==> src/rtl/scanline_loader.sv <==
`default_nettype none
// ============================================================================
// Module   : scanline_loader
// Summary  : Double-buffered scanline prefetcher from pixel_memory into the VGA
//            line buffer. Define SCANLINE_DOUBLE_EN for 2x vertical line doubling.
// Revision : 1.0
// ============================================================================
module scanline_loader #(
    parameter int H_PIXELS           = 640,
    parameter int V_LINES            = 480,
    parameter int ADDRESS_WIDTH      = 22,
    parameter int LINE_ADDRESS_WIDTH = 13,
    parameter int DATA_WIDTH         = 12,
    parameter int READ_LATENCY       = 1
) (
    input  logic                          system_clock,
    input  logic                          reset_sync,
    input  logic                          enable,
    input  logic                          line_finished,
    output logic [ADDRESS_WIDTH-1:0]      fb_read_address,
    input  logic [DATA_WIDTH-1:0]         fb_read_data,
    output logic [LINE_ADDRESS_WIDTH-1:0] line_write_address,
    output logic [DATA_WIDTH-1:0]         line_write_data,
    output logic                          line_write_enable,
    output logic                          display_bank,
    output logic                          ready,
    output logic                          underrun,
    output logic [11:0]                   current_line
);

    typedef enum logic [2:0] {
        S_IDLE   = 3'd0,
        S_PRIME  = 3'd1,
        S_PRIME2 = 3'd2,
        S_WAIT   = 3'd3,
        S_FILL   = 3'd4
    } state_t;

    localparam logic [LINE_ADDRESS_WIDTH-1:0] c_COL_LAST   = LINE_ADDRESS_WIDTH'(H_PIXELS - 1);
    localparam logic [LINE_ADDRESS_WIDTH-1:0] c_BANK1_BASE = LINE_ADDRESS_WIDTH'(H_PIXELS);
    localparam logic [LINE_ADDRESS_WIDTH-1:0] c_LINE_ONE   = LINE_ADDRESS_WIDTH'(1);
    localparam logic [ADDRESS_WIDTH-1:0]      c_ROW_STRIDE = ADDRESS_WIDTH'(H_PIXELS);
    localparam logic [ADDRESS_WIDTH-1:0]      c_ADDR_ONE   = ADDRESS_WIDTH'(1);
    localparam logic [11:0]                   c_LINE_LAST  = 12'(V_LINES - 1);
    localparam logic [11:0]                   c_COUNT_ONE  = 12'd1;

    state_t                          r_state;
    state_t                          w_state_next;

    logic [2:0]                      r_sync;
    logic                            w_line_event;

    logic                            r_issue_valid;
    logic [LINE_ADDRESS_WIDTH-1:0]   r_col;
    logic [LINE_ADDRESS_WIDTH-1:0]   r_issue_line_addr;
    logic [ADDRESS_WIDTH-1:0]        r_fb_addr;
    logic [READ_LATENCY-1:0]         r_pipe_valid;
    logic [LINE_ADDRESS_WIDTH-1:0]   r_pipe_addr [READ_LATENCY];
    logic                            w_fill_done;

    logic [11:0]                     r_next_line;
    logic [11:0]                     w_next_line_inc;
    logic                            w_next_line_wrap;
    logic [ADDRESS_WIDTH-1:0]        r_next_row_base;
    logic                            w_row_advance;

    logic                            r_display_bank;
    logic                            r_ready;
    logic                            r_underrun;
    logic                            r_pending;
    logic [11:0]                     r_current_line;

    logic                            w_start_fill;
    logic                            w_fill_bank;
    logic                            w_swap;
    logic                            w_set_ready;
    logic                            w_set_pending;
    logic                            w_clear_pending;
    logic                            w_set_underrun;

    // line_finished comes from the vga_clock domain: 2-FF sync plus edge detect
    always_ff @(posedge system_clock or posedge reset_sync) begin
        if (reset_sync) begin
            r_sync <= 3'b000;
        end else begin
            r_sync <= {r_sync[1:0], line_finished};
        end
    end

    assign w_line_event = r_sync[1] & ~r_sync[2];

    assign w_fill_done      = !r_issue_valid && (r_pipe_valid == '0);
    assign w_next_line_inc  = r_next_line + c_COUNT_ONE;
    assign w_next_line_wrap = (r_next_line == c_LINE_LAST);

`ifdef SCANLINE_DOUBLE_EN
    // Source row is line>>1, so the base only moves on even output lines
    assign w_row_advance = ~w_next_line_inc[0];
`else
    assign w_row_advance = 1'b1;
`endif

    always_ff @(posedge system_clock or posedge reset_sync) begin
        if (reset_sync) begin
            r_state <= S_IDLE;
        end else begin
            r_state <= w_state_next;
        end
    end

    always_comb begin
        w_state_next    = r_state;
        w_start_fill    = 1'b0;
        w_fill_bank     = 1'b0;
        w_swap          = 1'b0;
        w_set_ready     = 1'b0;
        w_set_pending   = 1'b0;
        w_clear_pending = 1'b0;
        w_set_underrun  = 1'b0;

        case (r_state)
            S_IDLE: begin
                if (enable) begin
                    w_state_next = S_PRIME;
                    w_start_fill = 1'b1;
                    w_fill_bank  = 1'b0;
                end
            end
            S_PRIME: begin
                if (w_fill_done) begin
                    w_state_next = S_PRIME2;
                    w_start_fill = 1'b1;
                    w_fill_bank  = 1'b1;
                    w_set_ready  = 1'b1;
                end
            end
            S_PRIME2: begin
                if (w_fill_done) begin
                    w_state_next = S_WAIT;
                end
            end
            S_WAIT: begin
                if (w_line_event) begin
                    w_state_next = S_FILL;
                    w_swap       = 1'b1;
                    w_start_fill = 1'b1;
                    w_fill_bank  = r_display_bank;
                end
            end
            S_FILL: begin
                if (w_line_event) begin
                    w_set_underrun = 1'b1;
                end
                if (w_fill_done) begin
                    // A deferred (or coincident) boundary swaps now and refills at once
                    if (r_pending || w_line_event) begin
                        w_swap          = 1'b1;
                        w_start_fill    = 1'b1;
                        w_fill_bank     = r_display_bank;
                        w_clear_pending = 1'b1;
                    end else begin
                        w_state_next = S_WAIT;
                    end
                end else if (w_line_event) begin
                    w_set_pending = 1'b1;
                end
            end
            default: begin
                w_state_next = S_IDLE;
            end
        endcase

        if (!enable) begin
            w_state_next    = S_IDLE;
            w_start_fill    = 1'b0;
            w_swap          = 1'b0;
            w_set_ready     = 1'b0;
            w_set_pending   = 1'b0;
            w_clear_pending = 1'b0;
            w_set_underrun  = 1'b0;
        end
    end

    // Read issue: one address per cycle, row base advanced by addition only
    always_ff @(posedge system_clock or posedge reset_sync) begin
        if (reset_sync) begin
            r_issue_valid     <= 1'b0;
            r_col             <= '0;
            r_issue_line_addr <= '0;
            r_fb_addr         <= '0;
            r_next_line       <= '0;
            r_next_row_base   <= '0;
        end else if (!enable) begin
            r_issue_valid     <= 1'b0;
            r_col             <= '0;
            r_issue_line_addr <= '0;
            r_fb_addr         <= '0;
            r_next_line       <= '0;
            r_next_row_base   <= '0;
        end else if (w_start_fill) begin
            r_issue_valid     <= 1'b1;
            r_col             <= '0;
            r_issue_line_addr <= w_fill_bank ? c_BANK1_BASE : '0;
            r_fb_addr         <= r_next_row_base;
            r_next_line       <= w_next_line_wrap ? '0 : w_next_line_inc;
            if (w_next_line_wrap) begin
                r_next_row_base <= '0;
            end else if (w_row_advance) begin
                r_next_row_base <= r_next_row_base + c_ROW_STRIDE;
            end
        end else if (r_issue_valid) begin
            if (r_col == c_COL_LAST) begin
                r_issue_valid <= 1'b0;
            end else begin
                r_col             <= r_col + c_LINE_ONE;
                r_issue_line_addr <= r_issue_line_addr + c_LINE_ONE;
                r_fb_addr         <= r_fb_addr + c_ADDR_ONE;
            end
        end
    end

    // Valid/address delay line matching the framebuffer read latency
    always_ff @(posedge system_clock or posedge reset_sync) begin
        if (reset_sync) begin
            r_pipe_valid <= '0;
            for (int i = 0; i < READ_LATENCY; i++) begin
                r_pipe_addr[i] <= '0;
            end
        end else if (!enable) begin
            r_pipe_valid <= '0;
        end else begin
            r_pipe_valid[0] <= r_issue_valid;
            r_pipe_addr[0]  <= r_issue_line_addr;
            for (int i = 1; i < READ_LATENCY; i++) begin
                r_pipe_valid[i] <= r_pipe_valid[i-1];
                r_pipe_addr[i]  <= r_pipe_addr[i-1];
            end
        end
    end

    // Display status; underrun survives an enable abort, only reset clears it
    always_ff @(posedge system_clock or posedge reset_sync) begin
        if (reset_sync) begin
            r_display_bank <= 1'b0;
            r_current_line <= '0;
            r_ready        <= 1'b0;
            r_pending      <= 1'b0;
            r_underrun     <= 1'b0;
        end else begin
            if (w_set_underrun) begin
                r_underrun <= 1'b1;
            end
            if (!enable) begin
                r_display_bank <= 1'b0;
                r_current_line <= '0;
                r_ready        <= 1'b0;
                r_pending      <= 1'b0;
            end else begin
                if (w_swap) begin
                    r_display_bank <= ~r_display_bank;
                    r_current_line <= (r_current_line == c_LINE_LAST) ? '0
                                      : r_current_line + c_COUNT_ONE;
                end
                if (w_set_ready) begin
                    r_ready <= 1'b1;
                end
                if (w_clear_pending) begin
                    r_pending <= 1'b0;
                end else if (w_set_pending) begin
                    r_pending <= 1'b1;
                end
            end
        end
    end

    assign fb_read_address    = r_fb_addr;
    assign line_write_enable  = r_pipe_valid[READ_LATENCY-1];
    assign line_write_address = r_pipe_addr[READ_LATENCY-1];
    assign line_write_data    = line_write_enable ? fb_read_data : '0;
    assign display_bank       = r_display_bank;
    assign ready              = r_ready;
    assign underrun           = r_underrun;
    assign current_line       = r_current_line;

endmodule
`default_nettype wire

==> config.mk <==
export PLATFORM = sky130hd
export DESIGN_NAME = scanline_loader
export DESIGN_NICKNAME = d
export VERILOG_FILES = /design/src/rtl/scanline_loader.sv
export SDC_FILE = /design/constraint.sdc
export NUM_CORES = 1
export LEC_CHECK = 0
export CORE_MARGIN = 2
export CORE_UTILIZATION = 25
export DETAILED_ROUTE_END_ITERATION = 16
export PLACE_DENSITY = 0.5
export SLEW_MARGIN = 20
export SYNTH_ARGS = -nofsm -noshare
export SYNTH_HDL_FRONTEND = slang
export SYNTH_SLANG_ARGS = --single-unit
==> constraint.sdc <==
create_clock -name system_clock -period 4.3 [get_ports system_clock]
set_clock_uncertainty 0.05 [all_clocks]
set_input_delay 0.86 -clock system_clock [delete_from_list [all_inputs] [get_ports system_clock]]
set_output_delay 0.86 -clock system_clock [all_outputs]
set_load 0.02 [all_outputs]
[Yosys cells after proc, flatten, opt, wreduce, memory -nomap -nowiden]
Index checks and enable logic that the tools add are counted.
Operators by class
  add/sub/neg operators: 6
  bitwise gates (word level): 4
  reduce and logical (&&, ||, !) cells: 6
  multiplexer cells: 63
  equal/unequal tests: 18
Operator list (count)
  2-to-1 mux 22 bit: 7
  2-to-1 mux 13 bit: 8
  2-to-1 mux 12 bit: 7
  2-to-1 mux 1 bit: 30
  adder 13 x 1 -> 13 bit (second input constant): 2
  adder 12 x 1 -> 12 bit (second input constant): 2
  equality test 12 x 9 -> 1 bit (second input constant): 2
  adder 22 x 1 -> 22 bit (second input constant): 1
  adder 22 x 10 -> 22 bit (second input constant): 1
  2-to-1 mux 3 bit: 6
  != test 3 bit (second input constant): 6
  case mux 3 bit (5 select lines): 1
  equality test 13 x 10 -> 1 bit (second input constant): 1
  2-to-1 mux 10 bit: 1
  equality test 3 x 2 -> 1 bit (second input constant): 2
  != test 2 x 1 -> 1 bit (second input constant): 3
  != test 3 x 1 -> 1 bit (second input constant): 2
  AND reduction 5 bit: 1
  case mux 1 bit (4 select lines): 1
  equality test 3 x 1 -> 1 bit (second input constant): 1
  equality test 3 bit (second input constant): 1
  zero test 3 bit: 1
  inverter 1 bit: 3
  case mux 1 bit (3 select lines): 1
  other kinds (6): 6
Storage, ports and cells
  flip-flop bits (word level): 119
  word-level logic and storage cells: 112
  output and inout bits: 63
  input port bits: 16

[Logic depth before layout (Yosys ltp)]
Gate-level depths: netlist (run 1).
  depth in word-level cells: 9
  mapped depth: 8
  gate-level depth less buffers: 6

[Least setup slack after synthesis (run 1)]
Ideal clock, no wire load.
  kind: input to register
  from: input enable
  to: register r_pipe_addr (netlist bit line_write_address[0])
  path buffers: 3
  library setup time: 0.125 ns
  arrival time: 2.078 ns
  setup slack: 2.047 ns
  cell stages on the path: 4
  data required time: 4.125 ns
  path through: clkbuf_1 clkbuf_1 buf_1 mux2_2
RTL lines
  start: declaration: RTL line 18  | input logic enable,
  end signal: indexed assignment: RTL line 236  | r_pipe_addr[i] <= r_pipe_addr[i-1];
  end: declaration: RTL line 58  | logic [LINE_ADDRESS_WIDTH-1:0] r_pipe_addr [READ_LATENCY];
No word-level cell between the ends.

[Final worst setup path (run 1)]
  from: input fb_read_data[9]
  to: output line_write_data[9]
Between the ends
  cells in the longest elaborated chain, start to end: 1
Ends and longest elaborated chain
  start: declaration: RTL line 21  | input logic [DATA_WIDTH-1:0] fb_read_data,
  2-to-1 mux 12 bit: RTL line 279  | assign line_write_data = line_write_enable ? fb_read_data : '0;
  end: declaration: RTL line 23  | output logic [DATA_WIDTH-1:0] line_write_data,
No other way between the ends.

==> results of run 1 <==
## area by class of cell
cell class / instances / area (µm²)
inverter: 17 / 66.3
clock inverter: 6 / 83.8
tap: 319 / 399
multi-input combinational: 460 / 2890
sequential: 112 / 2800
timing repair buffer: 89 / 858
fill: 2460 / 15900
clock buffer: 10 / 229
## Yosys cell counts, drive strengths merged (3+ instances only)
library cell    n  area, µm²
inv            17       63.8
or3             5       31.3
nand2          47        176
xnor2           7       61.3
and3           15       93.8
nor4            6       37.5
clkbuf         21       78.8
ha              6       75.1
nand2b          4       25.0
dfrtp         112       2800
mux2           13        146
or4             6       45.0
nor3           11       60.1
o32ai           3       26.3
a21oi          25        133
xor2           40        350
buf            10       46.3
and4            4       35.0
nand3b          9       67.6
nor2b           3       18.8
a31oi          22        138
nor2           53        201
nand4          35        219
and2           25        156
o31ai           6       50.1
o21a            3       22.5
nand3          33        165
o21ai          41        205
o22ai           5       31.3
o211ai          3       22.5
## final timing paths
kind / end / slack [ps] / start / cells past startpoint
max reg2reg: r_issue_line_addr[7] / 1520 / r_col[8] / 5
max: line_write_data[9] / 1350 / fb_read_data[9] / 3
min: r_sync[1] / 310 / r_sync[0] / 0
min reg2reg: r_sync[1] / 310 / r_sync[0] / 0
min in group asynchronous: fb_read_address[13] / 940 / reset_sync / 2
max in group asynchronous: r_next_line[10] / 2480 / reset_sync / 3
## metal layers
metal | GRT usage | wire length, µm | vias up
met5 | 0 | 0 | -
met4 | 0.0286 | 136 | 0
met3 | 0.0295 | 539 | 9
met2 | 0.201 | 6860 | 71
met1 | 0.176 | 7380 | 2345
li1 | - | - | 2393
## logic make-up (layout without fill, tap and decap cells)
logic type / count (synthesis) / after routing
compound gates: 130 / 130
xor+xnor: 47 / 47
fa+ha+maj: 6 / 6
buf+inv: 48 / 122
flops: 112 / 112
mux: 14 / 14
simple gates: 263 / 263
## power groups by stage
| stage | Combinational, mW | Sequential [mW] | Clock [mW] |
|---|---|---|---|
| floorplan | 0.384 | 1.28 | 0 |
| global placement | 0.642 | 1.28 | 0 |
| detailed placement | 0.645 | 1.28 | 0 |
| CTS | 0.649 | 1.26 | 0.947 |
| global route | 0.706 | 1.28 | 0.983 |
| finish | 0.638 | 1.26 | 0.906 |
## placed cells by master (no fill, tap or decap), types with 4 or more instances in the layout
| cell type | n |
|---|---|
| xnor2_1 | 7 |
| and2_1 | 25 |
| nor4_1 | 6 |
| clkbuf_16 | 9 |
| inv_1 | 16 |
| dfrtp_1 | 112 |
| or3_1 | 5 |
| and4_1 | 4 |
| ha_1 | 6 |
| buf_4 | 11 |
| and3_1 | 15 |
| o31ai_1 | 5 |
| nor3_1 | 10 |
| nand3b_1 | 9 |
| mux2_2 | 13 |
| o22ai_1 | 5 |
| a21oi_1 | 23 |
| o21ai_0 | 36 |
| xor2_1 | 40 |
| o21ai_1 | 5 |
| nand3_1 | 33 |
| clkdlybuf4s50_1 | 77 |
| nand2b_1 | 4 |
| or4_1 | 6 |
| nor2_1 | 52 |
| a31oi_1 | 22 |
| nand4_1 | 35 |
| nand2_1 | 47 |
## worst register-to-register path, cell delays in order, from the launching register on
cell	delay, ps
dfrtp_1	410
nor4b_1	410
nand4_1	720
and2_1	620
o32ai_1	330
a211oi_1	100
## registers in the layout, indices dropped and copies added, names as in the netlist
name and cells:
fb_read_address 22, r_next_row_base 15, line_write_address 13, r_col 13, r_issue_line_addr 13, current_line 12
r_next_line 12, r_state 3, r_sync 3, display_bank 1, line_write_enable 1, r_issue_valid 1
r_pending 1, ready 1, underrun 1
## metrics by stage
| stage | utilization | instances | hold WS (ps) |
|---|---|---|---|
| after floorplan | - | 620 | 281 |
| after global placement | 0.302 | 997 | 291 |
| after detailed placement | 0.302 | 997 | 289 |
| after CTS | 0.315 | 1013 | 308 |
| after global routing | 0.315 | 1013 | 320 |
| final | 0.315 | 1013 | 309 |
==> results.md, run 1 <==
- Via density: 4.76
- Worst VDD drop: 0.197 mV
- CP startpoint kind: primary input
- Mux contribution to synthesized area: 0.0266
- Critical path data arrival time: 2040 ps
- Cell leakage power: 2.88 nW
- CP bufs+invs: 2
- P&R area growth vs syn: 24.6%
- Fin area: 7330 µm²
- Post-synth net total: 642
- Crit-path cells: clkdlybuf4s50_1 -> and2_1 -> clkdlybuf4s50_1
- CP delay by family, top: buffers and inverters
- Post-DP HPWL: 9930 µm
- # DRC: 0
- Routed WL: 14,900 µm
- Register share of total power: 0.448
- Critical Path Max Stage Delay: 600 ps
- Setup CP Type: in2out
- Vias in the first global route: 4,805
- Buffer depth of the longest clock path: 2
- Power consumption: 2.80 mW
- CP most frequent cell: clkdlybuf4s50_1
- Drt wl/cell: 14.7 µm
- Resize count post-CTS: 0
- Worst Hold Class: reg2reg
- Net Sw Frac: 0.339
- # nets final: 711
- Adder-Cell Fraction of Synth Area: 0.0128
- Required @ worst endpoint: 3390 ps
- Switching Power: 949 µW
- Cts bufs inserted: 9
- Gpl congestion: 0.771
- Ys Warns: 0
- Power share of the combinational group: 0.228
- Min setup slack post-route: 1350 ps
- H-tree Lvls: 3
- Diodes inserted: 0
- Aggregate global-route resource usage: 0.127
- Final worst-path cycle share: 0.685
- Largest net degree at the start of global routing: 61
- Slowest-stage cell, CP: clkdlybuf4s50_1
- # rows: 56
- Share of cells above drive strength 1: 0.0735
- Die area: 24,800 µm²
- Worst-margin pin slew: 844 ps
- Post-Syn Instances: 620
- # Max-Cap Violations: 0
- FMAX: 0.339 GHz
- Synth Register Bits: 112
- Worst slack at placement: 1360 ps
- Synth Area in Compound Gates: 0.144
- Int Pwr: 1.85 mW
- Top-Level Pins: 79
- EDFF count, synth: 0
- Post-synthesis simple-gate area fraction: 0.238
- IO Port Bufs: 78
- Max_slew headroom: 0.433
- RSZ-0062 raised after global routing: false
- Fin. max-slew vios: 0
- Sequential share of the synthesized area: 0.477
- Drt pass-1 iters: 4
- Minimum clock period: 2950 ps
- P per Cell Area: 382 nW/µm²
- Clock latency on the worst-skew pair: 370 ps
- Library cells used by synthesis: 60
- Avg Cell Area, Syn: 9.48 µm²
- Num Clock Sinks: 112
- Main combinational cell family by area after synthesis: simple AND/OR/NAND/NOR gates
- Area of the core: 23,300 µm²
- Primary FF master, synth: dfrtp_1
- Clock power share: 0.324
- Final setup fails: 0
- Post-CTS Setup Bufs: 0
- Starting Density: 0.253
- Vias: 4,818
- Antenna Nets Post-Route: 0
- Status: complete, no violations
- Critical path endpoint category: output pin
- Global-route wire length before repair: 25,400 µm
- CTS tree: built
- CTS Hold Bufs: 0
- Post-route setup TNS: 0 ps
- Total gr overflow: 0
- Mapped Area: 5880 µm²
- Die X: 157 µm
- XOR/XNOR Fraction of Synth Area: 0.0700
- Worst-path fanout max: 1
- Ys async rst share: 1.00
- Root Buffer: clkbuf_16
- Initial DRC Count: 209
- Clock transition at path regs: 80 ps
- Die Height: 157 µm
- Area after DPL: 7020 µm²
- Final hold vios: 0
- Initial antenna violation count: 0
No activity file was read; power rests on OpenSTA's default activity.
==> run 2, diff against run 1 <==
Clock period 4.3 ns to 3 ns, I/O delays scaled along.
==> run 2 against run 1 <==
Critical path depth unchanged. Routed wire length decreased by 1.5%. Worst setup slack got worse by 780 ps. Sequential cell count unchanged. Register-to-register slack got worse by 870 ps. Combinational power increased by 45%. Sequential power increased by 43%. Clock-buffer cell count unchanged. Sequential share of layout area decreased by 0.34 points. Non-clock buffer count increased by 5. Global-route usage decreased by 0.30 points. Highest routed layer unchanged.
==> results.md, run 2 (synthesis results as in run 1) <==
- Resize count post-CTS: 0 (unchanged)
- Die area: 24,800 µm² (unchanged)
- Final worst-path cycle share: 0.809
- Commonest non-fill, non-tap cell in the layout: dfrtp_1
- FMAX: 0.412 GHz
- Cts bufs inserted: 9 (unchanged)
- CTS tree: built
- Share of cells above drive strength 1: 0.0815 (+0.00806)
- Starting Density: 0.253 (unchanged)
- Total gr overflow: 0 (unchanged)
- Buffer depth of the longest clock path: 2 (unchanged)
- Area of the core: 23,300 µm² (unchanged)
- Setup CP Type: in2out
- Fin. max-slew vios: 0 (unchanged)
- Critical path data arrival time: 1780 ps (-260 ps)
- Global-route wire length before repair: 24,800 µm (-2.3%)
- Critical path endpoint category: output pin
- # Max-Cap Violations: 0 (unchanged)
- Cell leakage power: 2.92 nW (+1.1%)
- Required @ worst endpoint: 2350 ps (-1040 ps)
- Final hold vios: 0 (unchanged)
- Antenna Nets Post-Route: 0 (unchanged)
- Status: complete, no violations
- P per Cell Area: 545 nW/µm² (+43%)
- Num Clock Sinks: 112 (unchanged)
- Post-CTS Setup Bufs: 0 (unchanged)
- CP bufs+invs: 2 (unchanged)
- Root Buffer: clkbuf_16
- Minimum clock period: 2430 ps
- CP delay by family, top: buffers and inverters
- IO Port Bufs: 78 (unchanged)
- Via density: 4.76 (about the same)
- Worst-path fanout max: 1 (unchanged)
- Post-route setup TNS: 0 ps (unchanged)
- Initial DRC Count: 253 (+21%)
- Clock transition at path regs: 80 ps (about the same)
- P&R area growth vs syn: 25.7%
- Crit-path cells: clkdlybuf4s50_1 -> and2_1 -> clkdlybuf4s50_1
- CP most frequent cell: clkdlybuf4s50_1
- Worst-margin pin slew: 760 ps (-84.8 ps)
- # DRC: 0 (unchanged)
- Initial antenna violation count: 0 (unchanged)
- Post-DP HPWL: 9880 µm (-0.57%)
- Aggregate global-route resource usage: 0.124 (-0.00298)
- Vias: 4,843 (+0.52%)
- RSZ-0062 raised after global routing: false
- Top-Level Pins: 79 (unchanged)
- H-tree Lvls: 3 (unchanged)
- Power consumption: 4.03 mW (+44%)
- Die Height: 157 µm (unchanged)
- Die X: 157 µm (unchanged)
- Vias in the first global route: 4,658 (-3.1%)
- Largest net degree at the start of global routing: 113 (+85%)
- Layout fillers: 2,467 (+0.28%)
- Critical Path Max Stage Delay: 610 ps (about the same)
- Diodes inserted: 0 (unchanged)
- Most frequent cells in the layout: dfrtp_1 (112), clkdlybuf4s50_1 (77), nor2_1 (52)
- Max_slew headroom: 0.489 (+0.0562)
- Routed WL: 14,700 µm (-1.5%)
- CP startpoint kind: primary input
- Worst VDD drop: 0.323 mV (+64%)
- Clock latency on the worst-skew pair: 360 ps (about the same)
- CTS Hold Bufs: 0 (unchanged)
- Final setup fails: 0 (unchanged)
- Drt wl/cell: 14.4 µm (-1.9%)
- Drt pass-1 iters: 5 (+1)
- Worst Hold Class: reg2reg
- Gpl congestion: 0.751 (-2.5%)
- # rows: 56 (unchanged)
- Slowest-stage cell, CP: clkdlybuf4s50_1
- Max FFs per register: 22 (unchanged)
- # nets final: 716 (+0.70%)
[run 2: cell types whose count changed in the layout (fill, tap and decap cells not counted), sizes merged]
cell      delta
buf          +5
inv          -2
clkinv       +1
clkinvlp     +1
[run 2: worst paths after layout]
kind                                  from                  end  slack, ps  depth (start not counted)
max                        fb_read_data[8]   line_write_data[8]        570                          3
min                              r_sync[0]            r_sync[1]        310                          0
max reg2reg                     r_state[1]  r_next_row_base[16]        650                          5
min reg2reg                      r_sync[0]            r_sync[1]        310                          0
max in group asynchronous       reset_sync           r_state[2]       1730                          3
min in group asynchronous       reset_sync             r_col[7]        730                          3
[run 2: worst reg2reg max path, delay by kind of cell (launching register included)]
family / cells / cell delay, ps
DFF: 1 / 520
AOI/OAI and AO/OA: 2 / 370
and+or+nand+nor: 3 / 1350
[run 2: per-layer routing]
metal	wire (µm)	GRT usage	up-vias	part of all wire
li1	-	-	2394	-
met1	7210	0.173	2353	0.49
met5	0	0	-	0
met2	6730	0.194	81	0.46
met4	236	0.0411	0	0.016
met3	517	0.0237	15	0.035
[run 2: through the flow]
step | setup slack, ps | utilization | area (µm²) | cells | hold slack [ps]
4_1_cts | 569 | 0.318 | 7390 | 1018 | 313
6_report | 572 | 0.318 | 7390 | 1018 | 309
2_1_floorplan | 938 | - | 5880 | 620 | 281
3_3_place_gp | 583 | 0.304 | 7070 | 1002 | 290
3_5_place_dp | 571 | 0.304 | 7070 | 1002 | 294
5_1_grt | 471 | 0.318 | 7390 | 1018 | 332
[run 2: where the power goes]
group / internal (mW) / switching [mW] / leakage (nW)
logic: 0.359 / 0.564 / 1.22
clock network: 0.694 / 0.614 / 0.161
registers: 1.63 / 0.167 / 1.54
total: 2.68 / 1.34 / 2.92
[run 2: final cells by class]
cell class                 count  area [µm²]  area share
inverter                      17        67.6     0.00914
multi-input combinational    460        2890       0.391
clock buffer                  10         239      0.0323
clock inverter                 6        87.6      0.0118
sequential                   112        2800       0.379
timing repair buffer          94         908       0.123
tap                          319         399      0.0540
==> run 3, diff against run 2 <==
Clock period 3 ns to 2.25 ns, I/O delays scaled along.
==> run 3 against run 2 <==
Non-clock buffer count up 23. Sequential power up 32%. First-iteration DRC count fell by 14%. Sequential share of layout area is 1.2 points lower. Worst hold slack worse by 5.4 ps.
==> results.md, run 3 (synthesis results as in run 1) <==
- # rows: 56 (unchanged)
- Final worst-path cycle share: 0.947
- H-tree Lvls: 3 (unchanged)
- # Max-Cap Violations: 0 (unchanged)
- Starting Density: 0.253 (unchanged)
- Setup CP Type: reg2reg
- Routed WL: 15,100 µm (+2.9%)
- CTS tree: built
- Clock transition at path regs: 80 ps (about the same)
- CTS Hold Bufs: 0 (unchanged)
- Area of the core: 23,300 µm² (unchanged)
- Total gr overflow: 0 (unchanged)
- P&R area growth vs syn: 29.8%
- Die area: 24,800 µm² (unchanged)
- Antenna Nets Post-Route: 0 (unchanged)
- Critical Path Max Stage Delay: 590 ps (-20 ps)
- Critical path endpoint category: flip-flop
- P per Cell Area: 724 nW/µm² (+33%)
- Commonest non-fill, non-tap cell in the layout: dfrtp_1
- Clock latency on the worst-skew pair: 360 ps (about the same)
- Initial DRC Count: 218 (-14%)
- Worst-margin pin slew: 524 ps (-236 ps)
- Layout fillers: 2,415 (-2.1%)
- Worst slack at placement: 77.0 ps (-494 ps)
- Min setup slack post-route: 119 ps (-454 ps)
- Num Clock Sinks: 112 (unchanged)
- Worst-path fanout max: 10 (+9)
- Power consumption: 5.53 mW (+37%)
- Share of cells above drive strength 1: 0.116 (+0.0348)
- Die Height: 157 µm (unchanged)
- Global-route wire length before repair: 25,100 µm (+1.5%)
- Status: complete, no violations
- # DRC: 0 (unchanged)
- Vias in the first global route: 4,805 (+3.2%)
- Crit path from: r_col[1]
- Required @ worst endpoint: 2490 ps (+140 ps)
- Crit-path cells: ha_2 -> and3_1 -> nand4_1 -> buf_6 -> nand4_1 -> or4_1 -> a21oi_2
- Worst VDD drop: 0.317 mV (-1.9%)
- Max_slew headroom: 0.648 (+0.159)
- IO Port Bufs: 78 (unchanged)
- DR WL met2: 7130 µm (+5.9%)
- # nets final: 739 (+3.2%)
- CP most frequent cell: nand4_1
- Via density: 4.76 (+0.15%)
- Non-filler cells, final: 1,041 (+2.3%)
- Drt wl/cell: 14.5 µm (+0.66%)
- Post-DP HPWL: 10,500 µm (+6.6%)
- Hold_sp: r_sync[0]
- CP startpoint kind: flip-flop
- Largest net degree at the start of global routing: 71 (-37%)
- Top Metal Used: met4
- Reg2reg start: r_col[1]
- Gpl congestion: 0.780 (+3.8%)
- Most frequent cells in the layout: dfrtp_1 (111), clkdlybuf4s50_1 (65), nor2_1 (52)
- DR WL met3: 479 µm (-7.4%)
- Worst Hold Class: reg2reg
- Final setup fails: 0 (unchanged)
- Diodes inserted: 0 (unchanged)
- Aggregate global-route resource usage: 0.126 (+0.00132)
- Wl on met1: 7440 µm (+3.3%)
- Vias: 4,960 (+2.4%)
- Cts bufs inserted: 9 (unchanged)
- Max FFs per register: 22 (unchanged)
- Die X: 157 µm (unchanged)
- Cell leakage power: 3.23 nW (+11%)
- FMAX: 0.469 GHz
- Final hold vios: 0 (unchanged)
- Buffer depth of the longest clock path: 2 (unchanged)
- Fin. max-slew vios: 0 (unchanged)
- Critical path data arrival time: 2370 ps (+590 ps)
- Slowest-stage cell, CP: or4_1
- Initial antenna violation count: 0 (unchanged)
- Root Buffer: clkbuf_16
- Top-Level Pins: 79 (unchanged)
- Minimum clock period: 2130 ps
- Drt pass-1 iters: 4 (-1)
- Cells after DPL: 1,023 (+2.1%)
run 3: cell types whose count changed in the layout (fill, tap and decap cells not counted), moves of 2 or more:
cell / before / now
buf_4: 15 / 36
clkdlybuf4s50_1: 77 / 65
dlymetal6s2s_1: 0 / 12
buf_6: 0 / 2
run 3: timing repair:
action	in CTS	in global routing
buffers inserted	0	2
resized for setup	0	19
endpoints found under the hold margin	0	0
endpoints found under the setup margin	0	23
run 3: final cells by class:
cell class / instances / area, µm² / share of cell area
repair buffers: 117 / 1120 / 0.147
clock buffers: 9 / 225 / 0.0295
well taps: 319 / 399 / 0.0523
flip-flops and latches: 112 / 2800 / 0.367
multi-input cells: 460 / 2910 / 0.381
inverters: 17 / 67.6 / 0.00885
clock inverters: 7 / 111 / 0.0146
run 3: stage by stage:
step	TNS, ps	util	hold WS, ps	instance area, µm²
after global placement	0	0.311	288	7220
after CTS	0	0.325	304	7560
after floorplan	0	-	281	5880
after global routing	-10.1	0.328	330	7630
final	0	0.328	303	7630
after detailed placement	0	0.311	285	7220
run 3: worst paths after layout:
path / slack, ps / depth (start not counted) / endpoint
min reg2reg: 300 / 0 / r_sync[1]
min in group asynchronous: 500 / 3 / fb_read_address[16]
max: 120 / 7 / r_issue_line_addr[10]
min: 300 / 0 / r_sync[1]
max reg2reg: 120 / 7 / r_issue_line_addr[10]
max in group asynchronous: 1190 / 3 / line_write_enable
run 3: metal layers:
layer	track usage	vias to the layer above
li1	-	2455
met1	0.174	2427
met2	0.202	72
met3	0.0275	6
met4	0.0247	0
met5	0	-
run 3: power by group:
group          total (mW)  internal, mW  switching [mW]  leakage [nW]
Combinational        1.34         0.544           0.794          1.53
Clock                1.82          1.00           0.818         0.162
Sequential           2.37          2.17           0.197          1.54
Total                5.53          3.72            1.81          3.23
run 3: critical path, delay by kind of cell (launching register included):
kind	cells	cell delay (ps)
AOI/OAI and AO/OA	1	150
adders and majority gates	1	190
buffers and inverters	1	160
DFF	1	400
and+or+nand+nor	4	1120
